===== config.mk =====
export PLATFORM = sky130hd
export DESIGN_NAME = score_keeper
export DESIGN_NICKNAME = d
export VERILOG_FILES = /design/src/rtl/score_keeper.sv
export SDC_FILE = /design/constraint.sdc
export NUM_CORES = 1
export LEC_CHECK = 0
export ABC_AREA = 1
export ABC_CLOCK_PERIOD_IN_PS = 4500
export BUFFER_PORTS_ARGS = -buffer_cell sky130_fd_sc_hd__buf_2
export CORE_UTILIZATION = 59
export DETAILED_ROUTE_END_ITERATION = 8
export PLACE_DENSITY = 0.87
export SLEW_MARGIN = 5
export SYNTH_ARGS = -nofsm -noshare
export SYNTH_HDL_FRONTEND = slang
export SYNTH_SLANG_ARGS = --single-unit

===== constraint.sdc =====
create_clock -name Clock -period 4.5 [get_ports Clock]
set_clock_uncertainty 0.1 [all_clocks]
set_input_delay 0.225 -clock Clock [delete_from_list [all_inputs] [get_ports Clock]]
set_output_delay 0.225 -clock Clock [all_outputs]
set_load 0.01 [all_outputs]

===== src/rtl/score_keeper.sv =====
// score_keeper: current and session-high 3-digit BCD scores for the snake game.
// Counts rising edges of Eat (bonus-qualified), saturates at a BCD ceiling,
// tracks the high score one cycle behind the current score, and registers the
// selected score onto three BCD digit outputs for the display multiplexer.
module score_keeper #(
  parameter int unsigned BONUS_VALUE        = 5,
  parameter int unsigned MAX_SCORE_HUNDREDS = 9
) (
  input  logic       Clock,
  input  logic       Reset,
  input  logic       GameReset,
  input  logic       Eat,
  input  logic       Bonus,
  input  logic       ShowHigh,
  output logic [3:0] HundredsDigit,
  output logic [3:0] TensDigit,
  output logic [3:0] OnesDigit,
  output logic       NewHigh,
  output logic       Saturated
);

  localparam logic [3:0]  BonusAmt = 4'(BONUS_VALUE);
  localparam logic [3:0]  MaxHund  = 4'(MAX_SCORE_HUNDREDS);
  localparam logic [11:0] Ceiling  = {MaxHund, 4'd9, 4'd9};

  // Scores are packed {hundreds, tens, ones}, each a BCD nibble.
  logic [11:0] score_q, score_d;
  logic [11:0] high_q, high_d;
  logic [11:0] disp_q, disp_d;
  logic        eat_prev_q, eat_prev_d;
  logic        new_high_q, new_high_d;
  logic        saturated_q, saturated_d;

  logic        eat_evt;
  logic [3:0]  add_amt;
  logic [4:0]  ones_sum;
  logic [4:0]  tens_sum;
  logic [4:0]  hund_sum;
  logic [3:0]  ones_new;
  logic [3:0]  tens_new;
  logic        carry_ones;
  logic        carry_tens;
  logic        over_ceiling;
  logic [11:0] score_sum;
  logic        score_gt_high;

  // Lexicographic BCD compare, most significant digit first.
  function automatic logic bcd_gt(input logic [11:0] a, input logic [11:0] b);
    logic gt;
    if (a[11:8] != b[11:8]) begin
      gt = (a[11:8] > b[11:8]);
    end else if (a[7:4] != b[7:4]) begin
      gt = (a[7:4] > b[7:4]);
    end else begin
      gt = (a[3:0] > b[3:0]);
    end
    return gt;
  endfunction

  // Rising-edge detect on Eat and selection of the add amount.
  always_comb begin
    eat_evt = Eat & ~eat_prev_q;
    add_amt = Bonus ? BonusAmt : 4'd1;
  end

  // Ripple BCD adder with saturation at the ceiling.
  always_comb begin
    ones_sum   = {1'b0, score_q[3:0]} + {1'b0, add_amt};
    carry_ones = 1'b0;
    ones_new   = ones_sum[3:0];
    if (ones_sum > 5'd9) begin
      ones_new   = 4'(ones_sum - 5'd10);
      carry_ones = 1'b1;
    end

    tens_sum   = {1'b0, score_q[7:4]} + {4'b0000, carry_ones};
    carry_tens = 1'b0;
    tens_new   = tens_sum[3:0];
    if (tens_sum > 5'd9) begin
      tens_new   = 4'd0;
      carry_tens = 1'b1;
    end

    hund_sum = {1'b0, score_q[11:8]} + {4'b0000, carry_tens};
    // Tens/ones can never exceed 99, so overflow is decided by hundreds alone.
    over_ceiling = (hund_sum > {1'b0, MaxHund});
    score_sum    = over_ceiling ? Ceiling : {hund_sum[3:0], tens_new, ones_new};
  end

  // High-score comparison uses registered values, so high lags score by a cycle.
  always_comb begin
    score_gt_high = bcd_gt(score_q, high_q);
  end

  // Next-state: score, high score, flags and display selection.
  always_comb begin
    eat_prev_d  = Eat;
    score_d     = score_q;
    high_d      = high_q;
    new_high_d  = new_high_q;
    saturated_d = saturated_q;
    disp_d      = ShowHigh ? high_q : score_q;

    if (GameReset) begin
      // New round: drop any coincident Eat edge, keep the high score.
      score_d     = 12'h000;
      new_high_d  = 1'b0;
      saturated_d = 1'b0;
    end else begin
      if (eat_evt) begin
        score_d     = score_sum;
        saturated_d = (score_sum == Ceiling);
      end
      if (score_gt_high) begin
        high_d     = score_q;
        new_high_d = 1'b1;
      end
    end
  end

  // State registers with asynchronous active-high reset.
  always_ff @(posedge Clock or posedge Reset) begin
    if (Reset) begin
      score_q     <= 12'h000;
      high_q      <= 12'h000;
      disp_q      <= 12'h000;
      eat_prev_q  <= 1'b0;
      new_high_q  <= 1'b0;
      saturated_q <= 1'b0;
    end else begin
      score_q     <= score_d;
      high_q      <= high_d;
      disp_q      <= disp_d;
      eat_prev_q  <= eat_prev_d;
      new_high_q  <= new_high_d;
      saturated_q <= saturated_d;
    end
  end

  // Output mapping.
  always_comb begin
    HundredsDigit = disp_q[11:8];
    TensDigit     = disp_q[7:4];
    OnesDigit     = disp_q[3:0];
    NewHigh       = new_high_q;
    Saturated     = saturated_q;
  end

endmodule


* Word level (Yosys, flattened, before mapping)
Cells that the tools add are included.
Operators by class: add/sub/neg operators 4, $mul 0, divide/modulo/power cells 0, $lt $le $gt $ge 6, equal/unequal tests 3, shift-type cells 0, multiplexer cells 15, bitwise operators 3, reductions and logical operators 3
Operators with widths (count):
- two-way mux 12 bit | 4
- > comparator 5 x 4 -> 1 bit (second input constant) | 3
- == test 12 bit (second input constant) | 1
- > comparator 4 bit | 3
- adder 4 x 1 -> 5 bit | 2
- two-way mux 1 bit | 8
- two-way mux 4 bit | 2
- inequality test 4 bit | 2
- adder 4 x 3 -> 5 bit | 1
- nonzero test 2 bit | 2
- subtractor 4 bit (second input constant) | 1
- two-way mux 3 bit | 1
- NOT 1 bit | 2
- AND reduction 2 bit | 1
- AND 1 bit | 1
Storage, ports and cells: flip-flop bits (word level) 39, bits in latches 0, RAM bits 0, ROM bits 0, input bits 6, output and inout bits 14, memories 0

* Longest topological paths before layout
Gate-level depths: netlist of the first run.
depth after elaboration 13, mapped depth 28

* Least setup slack after synthesis of the first run
OpenSTA, ideal clock, no wires.
path type register to register, start register score_q[2], end register saturated_q (netlist: Saturated), data arrival time 3.356 ns, slack 0.926 ns, cell stages (with the launch flop) 27, clock period less this slack 3.574 ns, cells stage by stage dfrtp_1 -> ha_1 -> nand2_1 -> nand2_1 -> ha_1 -> a21oi_1 -> a21oi_1 -> nand2_1 -> nand2_1 -> ha_1 -> ha_1 -> xnor2_1 -> nand2_1 -> nand2_1 -> nand2_1 -> ha_1 -> ha_1 -> xnor2_1 -> nand2_1 -> nand2_2 -> nand2_4 -> inv_4 -> nand2_2 -> nand2_1 -> nor2_2 -> nand4_1 -> nand2_1
On the way: word-level cells in the longest chain between the ends 12
Ends and longest elaborated chain:
- from (decl) | RTL line 27 | logic [11:0] score_q, score_d;
- from (signal assigned) | RTL line 131 | score_q <= score_d;
- adder 4 x 3 -> 5 bit * | RTL line 68 | ones_sum = {1'b0, score_q[3:0]} + {1'b0, add_amt};
- > comparator 5 x 4 -> 1 bit | RTL line 71 | if (ones_sum > 5'd9) begin
- two-way mux 1 bit | RTL line 71
- adder 4 x 1 -> 5 bit | RTL line 76 | tens_sum = {1'b0, score_q[7:4]} + {4'b0000, carry_ones};
- > comparator 5 x 4 -> 1 bit | RTL line 79 | if (tens_sum > 5'd9) begin
- two-way mux 1 bit | RTL line 79
- adder 4 x 1 -> 5 bit | RTL line 84 | hund_sum = {1'b0, score_q[11:8]} + {4'b0000, carry_tens};
- > comparator 5 x 4 -> 1 bit | RTL line 86 | over_ceiling = (hund_sum > {1'b0, MaxHund});
- two-way mux 12 bit * | RTL line 87 | score_sum = over_ceiling ? Ceiling : {hund_sum[3:0], tens_new, ones_new};
- == test 12 bit * | RTL line 112 | saturated_d = (score_sum == Ceiling);
- two-way mux 1 bit * | RTL line 110 | if (eat_evt) begin
- two-way mux 1 bit * | RTL line 104 | if (GameReset) begin
- to (signal assigned) | RTL line 136 | saturated_q <= saturated_d;
- to (decl) | RTL line 32 | logic saturated_q, saturated_d;
Mark *: on every way between the ends. The rest lies on a longest branch, timed or not. The select of a mux whose other input is x is not followed. A chain may end at the register's enable or synchronous reset.

* Worst setup path in the final report of the first run
start register score_q[0], end register score_q[8]
On the way: word-level cells in the longest chain between the ends 11
Ends and longest elaborated chain (RTL line):
- adder 4 x 3 -> 5 bit * | 68
- > comparator 5 x 4 -> 1 bit * | 71
- two-way mux 1 bit * | 71
- adder 4 x 1 -> 5 bit * | 76
- > comparator 5 x 4 -> 1 bit * | 79
- two-way mux 1 bit * | 79
- adder 4 x 1 -> 5 bit * | 84
- > comparator 5 x 4 -> 1 bit | 86
- two-way mux 12 bit * | 87
- two-way mux 12 bit * | 110
- two-way mux 12 bit * | 104
Marks and branches as above.

==> run_results.csv, run 1 <==
group,metric,value,unit
die,start_util,63.9,%
synth,ys_types,22,
worst_setup_path,end_kind,"register",
final_layout,nets,312,
power_and_ir_drop,switchingPower,0.000275,W
synth,syn_nets,288,
power_and_ir_drop,p_seq_share,41.8,%
worst_setup_path,slowest_stage,"dfrtp_1",
power_and_ir_drop,p_sw_share,29.6,%
final_layout,final_cell_area,2500,sq um
outcome,status,"completed",
global_routing,first_global_vias,1837,
worst_setup_path,start_kind,"register",
timing,post-route-min-period,4.13,ns
cts,htree_levels,2,
timing,setup_viol,0,
final_layout,drive_above_1_share,18.2,%
route,num_vias,1848,
worst_hold_path,min_from,"GameReset",
worst_setup_path,crit_path_start,"score_q[0]",
die,dieArea,4000,sq um
timing,drv_slew,0,
timing,fmax,242,MHz
synth,ys_seq_elements,39,
global_routing,grt_overflow_total,0,
route,dr.pass1.iters,5,
worst_hold_path,hold_path.class,"input port to register",
synth,synth_area,2220,sq um
synth,syn_inst,261,
die,io_pins,20,
die,die_h,63.3,microns
power_and_ir_drop,p_leak,1.29,nW
worst_setup_path,critPathKind,"register to register",
route,drt_wl_total,4660,microns
cts,clock_path_buffers,2,
global_routing,grt_usage,27.2,%
synth,ys_seq_area_share,44.0,%
route,drc,0,
die,num_rows,21,
power_and_ir_drop,p_int,0.000654,W
timing,tns,0,ns
power_and_ir_drop,vdd_drop_max,0.228,mV
worst_setup_path,cp_data_required_time,4.56,ns
route,detail-route-antenna-nets,0,
final_layout,diodes,0,
worst_setup_path,worst-path-max-fanout,6,
cts,cts_setup_buffers,0,
timing,worstMarginPinSlew,0.562,ns
cts,clkLatencyLatePin,0.30,ns
synth,ys_warn_count,0,
timing,final_hold_viol_count,0,
placed_design,post-dp-hpwl,3170,microns
synth,avgSynthCellArea,8.49,sq um
route,vias_per_cell,5.57,
die,die_w,63.3,microns
die,core_area,3470,sq um
placed_design,portBuffers,19,
job,max_cap_violations,0,
route,wl_per_cell,14.0,microns
global_routing,grt_pass1_wl,8350,microns
timing,period_share,91.8,%
global_routing,grt_antenna_before_repair,0,
power_and_ir_drop,p_clk_share,37.1,%
worst_setup_path,r2r-start,"score_q[0]",
final_layout,utilization,72.2,%
placed_design,gp_congestion,0.878,
cts,cts_tree,"built",
timing,slew_headroom,62.5,%
cts,clock_sinks,39,
worst_setup_path,cp.arrival,4.19,ns
cts,cts-buffers-inserted,5,
power_and_ir_drop,p_per_area,371,nW/um^2
worst_setup_path,crit_chain,"inv_1 > ha_1 > inv_1 > ha_1 > inv_1 > a21oi_1 > a21oi_1 > nand2_1 > nand2_1 > ha_1 > ha_1 > xnor2_2 > nand2_1 > nand2_1 > nand2_1 > ha_1 > ha_1 > xnor2_1 > nand2_1 > nand2_2 > nand2_4 > o21ai_0 > o21ai_0",
route,drt_iter0_markers,232,
placed_design,place_area,2340,sq um
cts,clk_pin_slew_worst_paths,0.08,ns
global_routing,grt_max_degree,26,
timing,grt_setup_unrepaired,"no",
cts,root_buffer,"clkbuf_8",
worst_setup_path,slowest_delay,0.42,ns
final_layout,synthToLayoutAreaGrowth,12.9,%
power_and_ir_drop,p_comb_share,21.1,%
placed cells by master (no fill, tap or decap), types with 2 or more instances in the layout:
cell / count
o22ai_1: 2
nand3_1: 20
dfrtp_1: 39
nor2_1: 8
nand2_1: 61
clkbuf_8: 5
nor2_2: 2
nand4_1: 5
o32ai_1: 2
o21ai_2: 12
a21oi_1: 5
o21ai_0: 23
buf_2: 19
o211ai_1: 2
nand2_4: 2
dlygate4sd3_1: 2
inv_1: 40
bufinv_16: 2
nand2_2: 7
ha_1: 21
routing by layer:
metal / GRT usage (%) / wire (microns) / vias up
li1: - / - / 899
met1: 35.8 / 2010 / 867
met2: 43.3 / 2220 / 70
met3: 5.43 / 312 / 12
met4: 11.9 / 110 / 0
met5: 0 / 0 / -
final timing paths:
path	to	slack, ns	cells past startpoint
worst max-delay path	score_q[8]	0.37	23
max in group asynchronous	disp_q[3]	3.16	4
worst min-delay path	NewHigh	0.16	4
worst min register to register	NewHigh	0.40	2
min in group asynchronous	high_q[11]	0.42	3
worst max register to register	score_q[8]	0.37	23
synthesized netlist by cell type (all sizes together):
library cell,instances,area (sq um)
a21oi,5,25.0
buf,2,22.5
clkbuf,3,11.3
dfrtp,39,976
ha,21,263
inv,41,156
nand2,70,295
nand3,20,100
nand4,5,31.3
nor2,10,42.5
nor3,1,5.00
o211ai,2,15.0
o21ai,36,225
o22ai,2,12.5
o32ai,2,17.5
xnor2,2,17.5
registers in the layout, summed over array words and instances, names as in the netlist:
name,cells
disp_q,12
eat_prev_q,1
high_q,12
score_q,12
NewHigh,1
Saturated,1
area by class of cell:
type | count | area (sq um)
clock buffers | 6 | 72.6
clock inverters | 2 | 60.1
fillers | 262 | 966
inverters | 41 | 156
multi-input cells | 176 | 1060
flip-flops and latches | 39 | 976
well taps | 46 | 57.6
repair buffers | 22 | 123
power by group through the flow:
stage / clock, W / sequential, W / combinational (W)
3_3_place_gp: 0 / 0.000394 / 0.000185
6_report: 0.000344 / 0.000388 / 0.000196
5_1_grt: 0.000361 / 0.000391 / 0.000226
3_5_place_dp: 0 / 0.000395 / 0.000192
4_1_cts: 0.000347 / 0.000388 / 0.000197
2_1_floorplan: 0 / 0.000397 / 0.000159
repair_timing:
item,CTS,global route
resized for setup,0,1
endpoints found under the setup margin,0,1
hold buffers,2,0
endpoints found under the hold margin,15,0
per-stage QoR:
| step | hold slack [ns] | setup WS, ns | std cells | power, W |
|---|---|---|---|---|
| final | 0.164 | 0.370 | 332 | 0.000929 |
| after global placement | 0.201 | 0.689 | 322 | 0.000579 |
| after floorplan | 0.156 | 0.926 | 261 | 0.000556 |
| after detailed placement | 0.219 | 0.563 | 322 | 0.000587 |
| after CTS | 0.169 | 0.361 | 332 | 0.000932 |
| after global routing | 0.214 | 0.0482 | 332 | 0.000979 |
critical path: cells and delay by family, from the launching register on:
family          cells  cell delay [ns]
simple gates        8             0.76
compound gates      4             0.54
flops               1             0.42
fa+ha+maj           6             1.35
buf+inv             3             0.37
xor+xnor            2             0.45
kinds of logic after synthesis:
group	Yosys count	share of synthesized area, %
AO/OA/AOI/OAI	47	13.3
buffers and inverters	46	8.58
adder cells (fa/ha/maj)	21	11.9
AND/OR/NAND/NOR	106	21.4
XOR/XNOR	2	0.791
flip-flops	39	44.0
(Power assumes the default switching activity.)
==> run 2: changes to the inputs <==
--- a/config.mk
+++ b/config.mk
@@ -8,6 +8,7 @@
 export ABC_AREA = 1
 export ABC_CLOCK_PERIOD_IN_PS = 4500
 export BUFFER_PORTS_ARGS = -buffer_cell sky130_fd_sc_hd__buf_2
+export CORE_MARGIN = 8
 export CORE_UTILIZATION = 59
 export DETAILED_ROUTE_END_ITERATION = 8
 export PLACE_DENSITY = 0.87
==> run 2 against run 1 <==
Net effect: critical path depth up 4; power fell by 3.0%; clock-buffer cell count stayed put; core utilization decreased by 3.6 points; cell area is 0.50% lower; sequential power about the same; register-to-register slack better by 0.02 ns; routed wire length increased by 4.3%; critical path type unchanged.
==> run_results.csv, run 2 (same netlist as run 1, synthesis figures left out) <==
group,metric,value,unit
worst_setup_path,worst-path-max-fanout,6,
cts,htree_levels,2,
global_routing,grt_pass1_wl,8290,microns
global_routing,grt_max_degree,26,
worst_setup_path,critPathKind,"register to register",
die,die_w,77.3,microns
global_routing,grt_usage,16.8,%
worst_setup_path,start_kind,"register",
power_and_ir_drop,vdd_drop_max,0.160,mV
final_layout,synthToLayoutAreaGrowth,12.4,%
worst_setup_path,end_kind,"register",
timing,setup_viol,0,
power_and_ir_drop,p_leak,1.29,nW
placed_design,gp_congestion,0.851,
final_layout,final_common_cell,"nand2_1",
die,core_area,3630,sq um
route,drt_wl_total,4860,microns
timing,worstMarginPinSlew,0.579,ns
cts,cts-buffers-inserted,5,
global_routing,grt_antenna_before_repair,0,
worst_hold_path,hold_path.class,"input port to register",
final_layout,drive_above_1_share,18.5,%
worst_setup_path,cp.arrival,4.20,ns
die,io_pins,20,
cts,cts_tree,"built",
global_routing,first_global_vias,1877,
placed_design,post-dp-hpwl,3360,microns
route,num_vias,1879,
job,max_cap_violations,0,
cts,clk_pin_slew_worst_paths,0.08,ns
die,dieArea,5970,sq um
route,drt_iter0_markers,183,
placed_design,portBuffers,19,
route,wl_per_cell,14.5,microns
timing,drv_slew,0,
worst_setup_path,cp_data_required_time,4.59,ns
cts,clkLatencyLatePin,0.30,ns
timing,whs,0.162,ns
timing,period_share,91.3,%
final_layout,diodes,0,
timing,grt_setup_unrepaired,"no",
timing,fmax,243,MHz
final_layout,final_cell_mix,"61 x nand2_1, 40 x inv_1, 39 x dfrtp_1, 23 x o21ai_0, 21 x ha_1",
route,vias_per_cell,5.63,
timing,post-route-min-period,4.11,ns
die,die_h,77.3,microns
die,num_rows,22,
cts,clock_sinks,39,
final_layout,nets,312,
cts,clock_path_buffers,2,
die,start_util,61.0,%
power_and_ir_drop,p_per_area,362,nW/um^2
final_layout,biggestRegsByFlops,"disp_q x12, high_q x12, score_q x12",
cts,root_buffer,"clkbuf_8",
timing,setup_ws,0.391,ns
outcome,status,"completed",
route,drc,0,
route,detail-route-antenna-nets,0,
global_routing,grt_overflow_total,0,
timing,final_hold_viol_count,0,
timing,slew_headroom,61.4,%
placed_design,place_ws,0.490,ns
timing,tns,0,ns
route,dr.pass1.iters,4,
## run 2: changes by cell type in the layout (fill, tap and decap cells not counted)
cell / previous run / this run
clkbuf_1: 1 / 0
clkinv_2: 0 / 1
clkbuf_8: 5 / 6
bufinv_16: 2 / 1
## run 2: layout make-up
cell class,instances,area [sq um]
clock inverter,2,35.0
sequential,39,976
tap,48,60.1
inverter,41,156
timing repair buffer,22,123
multi-input combinational,176,1060
fill,295,1140
clock buffer,6,82.6
## run 2: what timing repair did
| action | CTS | global route |
|---|---|---|
| setup endpoints to repair | 0 | 2 |
| endpoints found under the hold margin | 15 | 0 |
| hold buffers | 2 | 0 |
| resized for setup | 0 | 1 |
| buffers inserted | 0 | 0 |
## run 2: power breakdown
| part | internal (W) | switching (W) |
|---|---|---|
| logic | 0.0000596 | 0.000145 |
| registers | 0.000373 | 0.0000162 |
| clock network | 0.000179 | 0.000128 |
## run 2: final timing paths
| check | startpoint | end | slack (ns) | cells past startpoint |
|---|---|---|---|---|
| worst max-delay path | score_q[0] | Saturated | 0.39 | 27 |
| worst min-delay path | GameReset | NewHigh | 0.16 | 4 |
| worst max register to register | score_q[0] | Saturated | 0.39 | 27 |
| worst min register to register | NewHigh | NewHigh | 0.38 | 2 |
| max in group asynchronous | Reset | high_q[0] | 3.14 | 4 |
| min in group asynchronous | Reset | high_q[9] | 0.43 | 3 |
## run 2: routing by layer
layer | track usage [%] | wire (microns)
met1 | 19.9 | 2010
met2 | 27.3 | 2340
met3 | 4.43 | 361
met4 | 8.30 | 146
met5 | 0 | 0
## run 2: critical path, cell delays in order (launching register included)
cell and delay (ns):
dfrtp_1 0.43, inv_1 0.21, ha_1 0.28, inv_1 0.11, ha_1 0.16, inv_1 0.06
a21oi_1 0.12, a21oi_1 0.05, nand2_1 0.09, nand2_1 0.11, ha_1 0.23, ha_1 0.24
xnor2_2 0.20, nand2_1 0.10, nand2_1 0.13, nand2_1 0.09, ha_1 0.22, ha_1 0.22
xnor2_1 0.22, nand2_1 0.09, nand2_2 0.10, nand2_4 0.08, inv_4 0.07, nand2_2 0.05
nand2_1 0.08, nor2_2 0.03, nand4_1 0.06, nand2_1 0.05
## run 2: metrics by stage
| stage | cell area [sq um] | instances | utilization (%) | power, W |
|---|---|---|---|---|
| 2_1_floorplan | 2220 | 261 | - | 0.000556 |
| 3_3_place_gp | 2340 | 324 | 64.5 | 0.000580 |
| 3_5_place_dp | 2340 | 324 | 64.5 | 0.000591 |
| 4_1_cts | 2480 | 334 | 68.3 | 0.000900 |
| 5_1_grt | 2490 | 334 | 68.5 | 0.000938 |
| 6_report | 2490 | 334 | 68.5 | 0.000901 |
==> run 3: changes to the inputs <==
--- a/config.mk
+++ b/config.mk
@@ -8,10 +8,12 @@
 export ABC_AREA = 1
 export ABC_CLOCK_PERIOD_IN_PS = 4500
 export BUFFER_PORTS_ARGS = -buffer_cell sky130_fd_sc_hd__buf_2
+export CAP_MARGIN = 0
 export CORE_MARGIN = 8
 export CORE_UTILIZATION = 59
 export DETAILED_ROUTE_END_ITERATION = 8
-export PLACE_DENSITY = 0.87
+export GPL_TIMING_DRIVEN = 0
+export PLACE_DENSITY = 0.86
 export SLEW_MARGIN = 5
 export SYNTH_ARGS = -nofsm -noshare
 export SYNTH_HDL_FRONTEND = slang
==> run 3 against run 2 <==
Net effect: the flow now finishes with violations (negative hold slack); final cell count up 0.90%; clock-buffer cell count down 1; flip-flop and latch count unchanged; non-clock buffer count up 3; first-iteration DRC count down 2.7%; setup slack better by 0.025 ns; largest cell class unchanged.
==> run_results.csv, run 3 (same netlist as run 1, synthesis figures left out) <==
group,metric,value,unit
die,num_rows,22,
die,dieArea,5970,sq um
timing,drv_slew,0,
worst_setup_path,end_kind,"register",
worst_setup_path,worst-path-max-fanout,6,
cts,htree_levels,2,
final_layout,final_common_cell,"nand2_1",
power_and_ir_drop,p_seq_share,40.7,%
final_layout,final_cell_mix,"61 x nand2_1, 39 x inv_1, 38 x dfrtp_1, 23 x o21ai_0, 21 x ha_1",
power_and_ir_drop,vdd_drop_max,0.211,mV
route,drc,0,
final_layout,biggestRegsByFlops,"disp_q x12, high_q x12, score_q x12",
power_and_ir_drop,p_clk_share,36.4,%
worst_setup_path,cp.arrival,4.17,ns
final_layout,regArea,977,sq um
final_layout,drive_above_1_share,19.4,%
route,num_vias,1880,
die,io_pins,20,
global_routing,grt_overflow_total,0,
worst_setup_path,cp_data_required_time,4.59,ns
final_layout,multiInputGateArea,1060,sq um
route,detail-route-antenna-nets,0,
route,dr.pass1.iters,4,
global_routing,grt_antenna_before_repair,0,
timing,final_hold_viol_count,39,
cts,clk_pin_slew_worst_paths,0.08,ns
final_layout,synthToLayoutAreaGrowth,14.0,%
worst_setup_path,start_kind,"register",
die,start_util,61.0,%
die,die_w,77.3,microns
power_and_ir_drop,p_sw_share,29.9,%
job,max_cap_violations,0,
timing,setup_viol,0,
cts,cts-buffers-inserted,5,
cts,cts_tree,"built",
power_and_ir_drop,p_comb_share,22.9,%
timing,worstMarginPinSlew,0.803,ns
cts,clock_path_buffers,2,
route,vias_per_cell,5.58,
worst_setup_path,critPathKind,"register to register",
route,drt_wl_total,4850,microns
cts,clkLatencyLatePin,0.29,ns
route,wl_per_cell,14.4,microns
die,core_area,3630,sq um
timing,whs,-0.0181,ns
power_and_ir_drop,switchingPower,0.000286,W
timing,post-route-min-period,4.08,ns
placed_design,portBuffers,19,
outcome,status,"complete, but fails checks",
power_and_ir_drop,p_leak,1.29,nW
power_and_ir_drop,power,0.000956,W
cts,root_buffer,"clkbuf_8",
global_routing,grt_usage,17.3,%
outcome,violations,"negative hold slack",
placed_design,gp_congestion,0.911,
timing,fmax,245,MHz
power_and_ir_drop,p_per_area,379,nW/um^2
global_routing,first_global_vias,1858,
placed_design,post-dp-hpwl,3620,microns
final_layout,nets,315,
timing,slew_headroom,46.4,%
route,drt_iter0_markers,178,
power_and_ir_drop,p_int,0.000670,W
timing,period_share,90.7,%
die,die_h,77.3,microns
final_layout,diodes,0,
worst_setup_path,crit_path_start,"score_q[0]",
worst_setup_path,r2r-start,"score_q[0]",
global_routing,grt_max_degree,40,
worst_hold_path,hold_path.class,"input port to async pin",
worst_setup_path,ff2ff_path_depth,27,
final_layout,fill_cells,272,
cts,clock_sinks,39,
global_routing,grt_pass1_wl,8500,microns
[run 3: critical path: stages (launching register included)]
cell     delay [ns]
dfrtp_2        0.45
inv_1          0.20
ha_1           0.29
inv_1          0.11
ha_1           0.15
inv_1          0.06
a21oi_1        0.11
a21oi_1        0.05
nand2_1        0.09
nand2_1        0.12
ha_1           0.24
ha_1           0.24
xnor2_2        0.20
nand2_1        0.07
nand2_1        0.09
nand2_1        0.08
ha_1           0.23
ha_1           0.22
xnor2_1        0.20
nand2_1        0.09
nand2_2        0.10
nand2_4        0.08
inv_4          0.08
nand2_2        0.06
nand2_1        0.07
nor2_2         0.04
nand4_1        0.08
nand2_1        0.06
[run 3: final cells by class]
cell class	instances	area share [%]
multi-input combinational	176	41.9
sequential	39	38.7
inverter	41	6.19
timing repair buffer	20	4.16
clock buffer	5	2.72
clock inverter	3	2.67
tap	48	2.38
buffer	5	1.34
[run 3: through the flow]
step           util, %  setup TNS, ns  area, sq um  std cells  setup WS (ns)
2_1_floorplan        -              0         2220        261          0.926
3_3_place_gp      65.3              0         2370        328          0.510
3_5_place_dp      65.3              0         2370        328          0.411
4_1_cts           69.3              0         2520        337          0.372
5_1_grt           69.5       -0.00297         2530        337       -0.00297
6_report          69.5              0         2530        337          0.416
[run 3: path summary, 6_finish.rpt]
path / to / slack, ns
worst max-delay path: Saturated / 0.42
worst min-delay path: high_q[7] / -0.02
worst max register to register: Saturated / 0.42
worst min register to register: NewHigh / 0.39
max in group asynchronous: score_q[0] / 3.77
min in group Clock: disp_q[2] / 0.10
[run 3: power groups by stage]
stage               sequential, W  combinational (W)  clock, W
floorplan                0.000397           0.000159         0
global placement         0.000394           0.000210         0
detailed placement       0.000395           0.000217         0
CTS                      0.000389           0.000219  0.000353
global route             0.000393           0.000245  0.000366
finish                   0.000389           0.000219  0.000348
[run 3: repair_timing]
item	CTS	global route
setup endpoints to repair	0	4
setup buffers	0	0
hold buffers	1	0
resized for setup	0	2
endpoints found under the hold margin	1	0
[run 3: routing by layer]
layer | up-vias | global-route usage (%) | share of wire (%)
met1 | 893 | 20.1 | 42
met4 | 0 | 8.68 | 2.9
met2 | 62 | 28.3 | 48
met5 | - | 0 | 0
met3 | 15 | 5.01 | 6.3
li1 | 910 | - | -
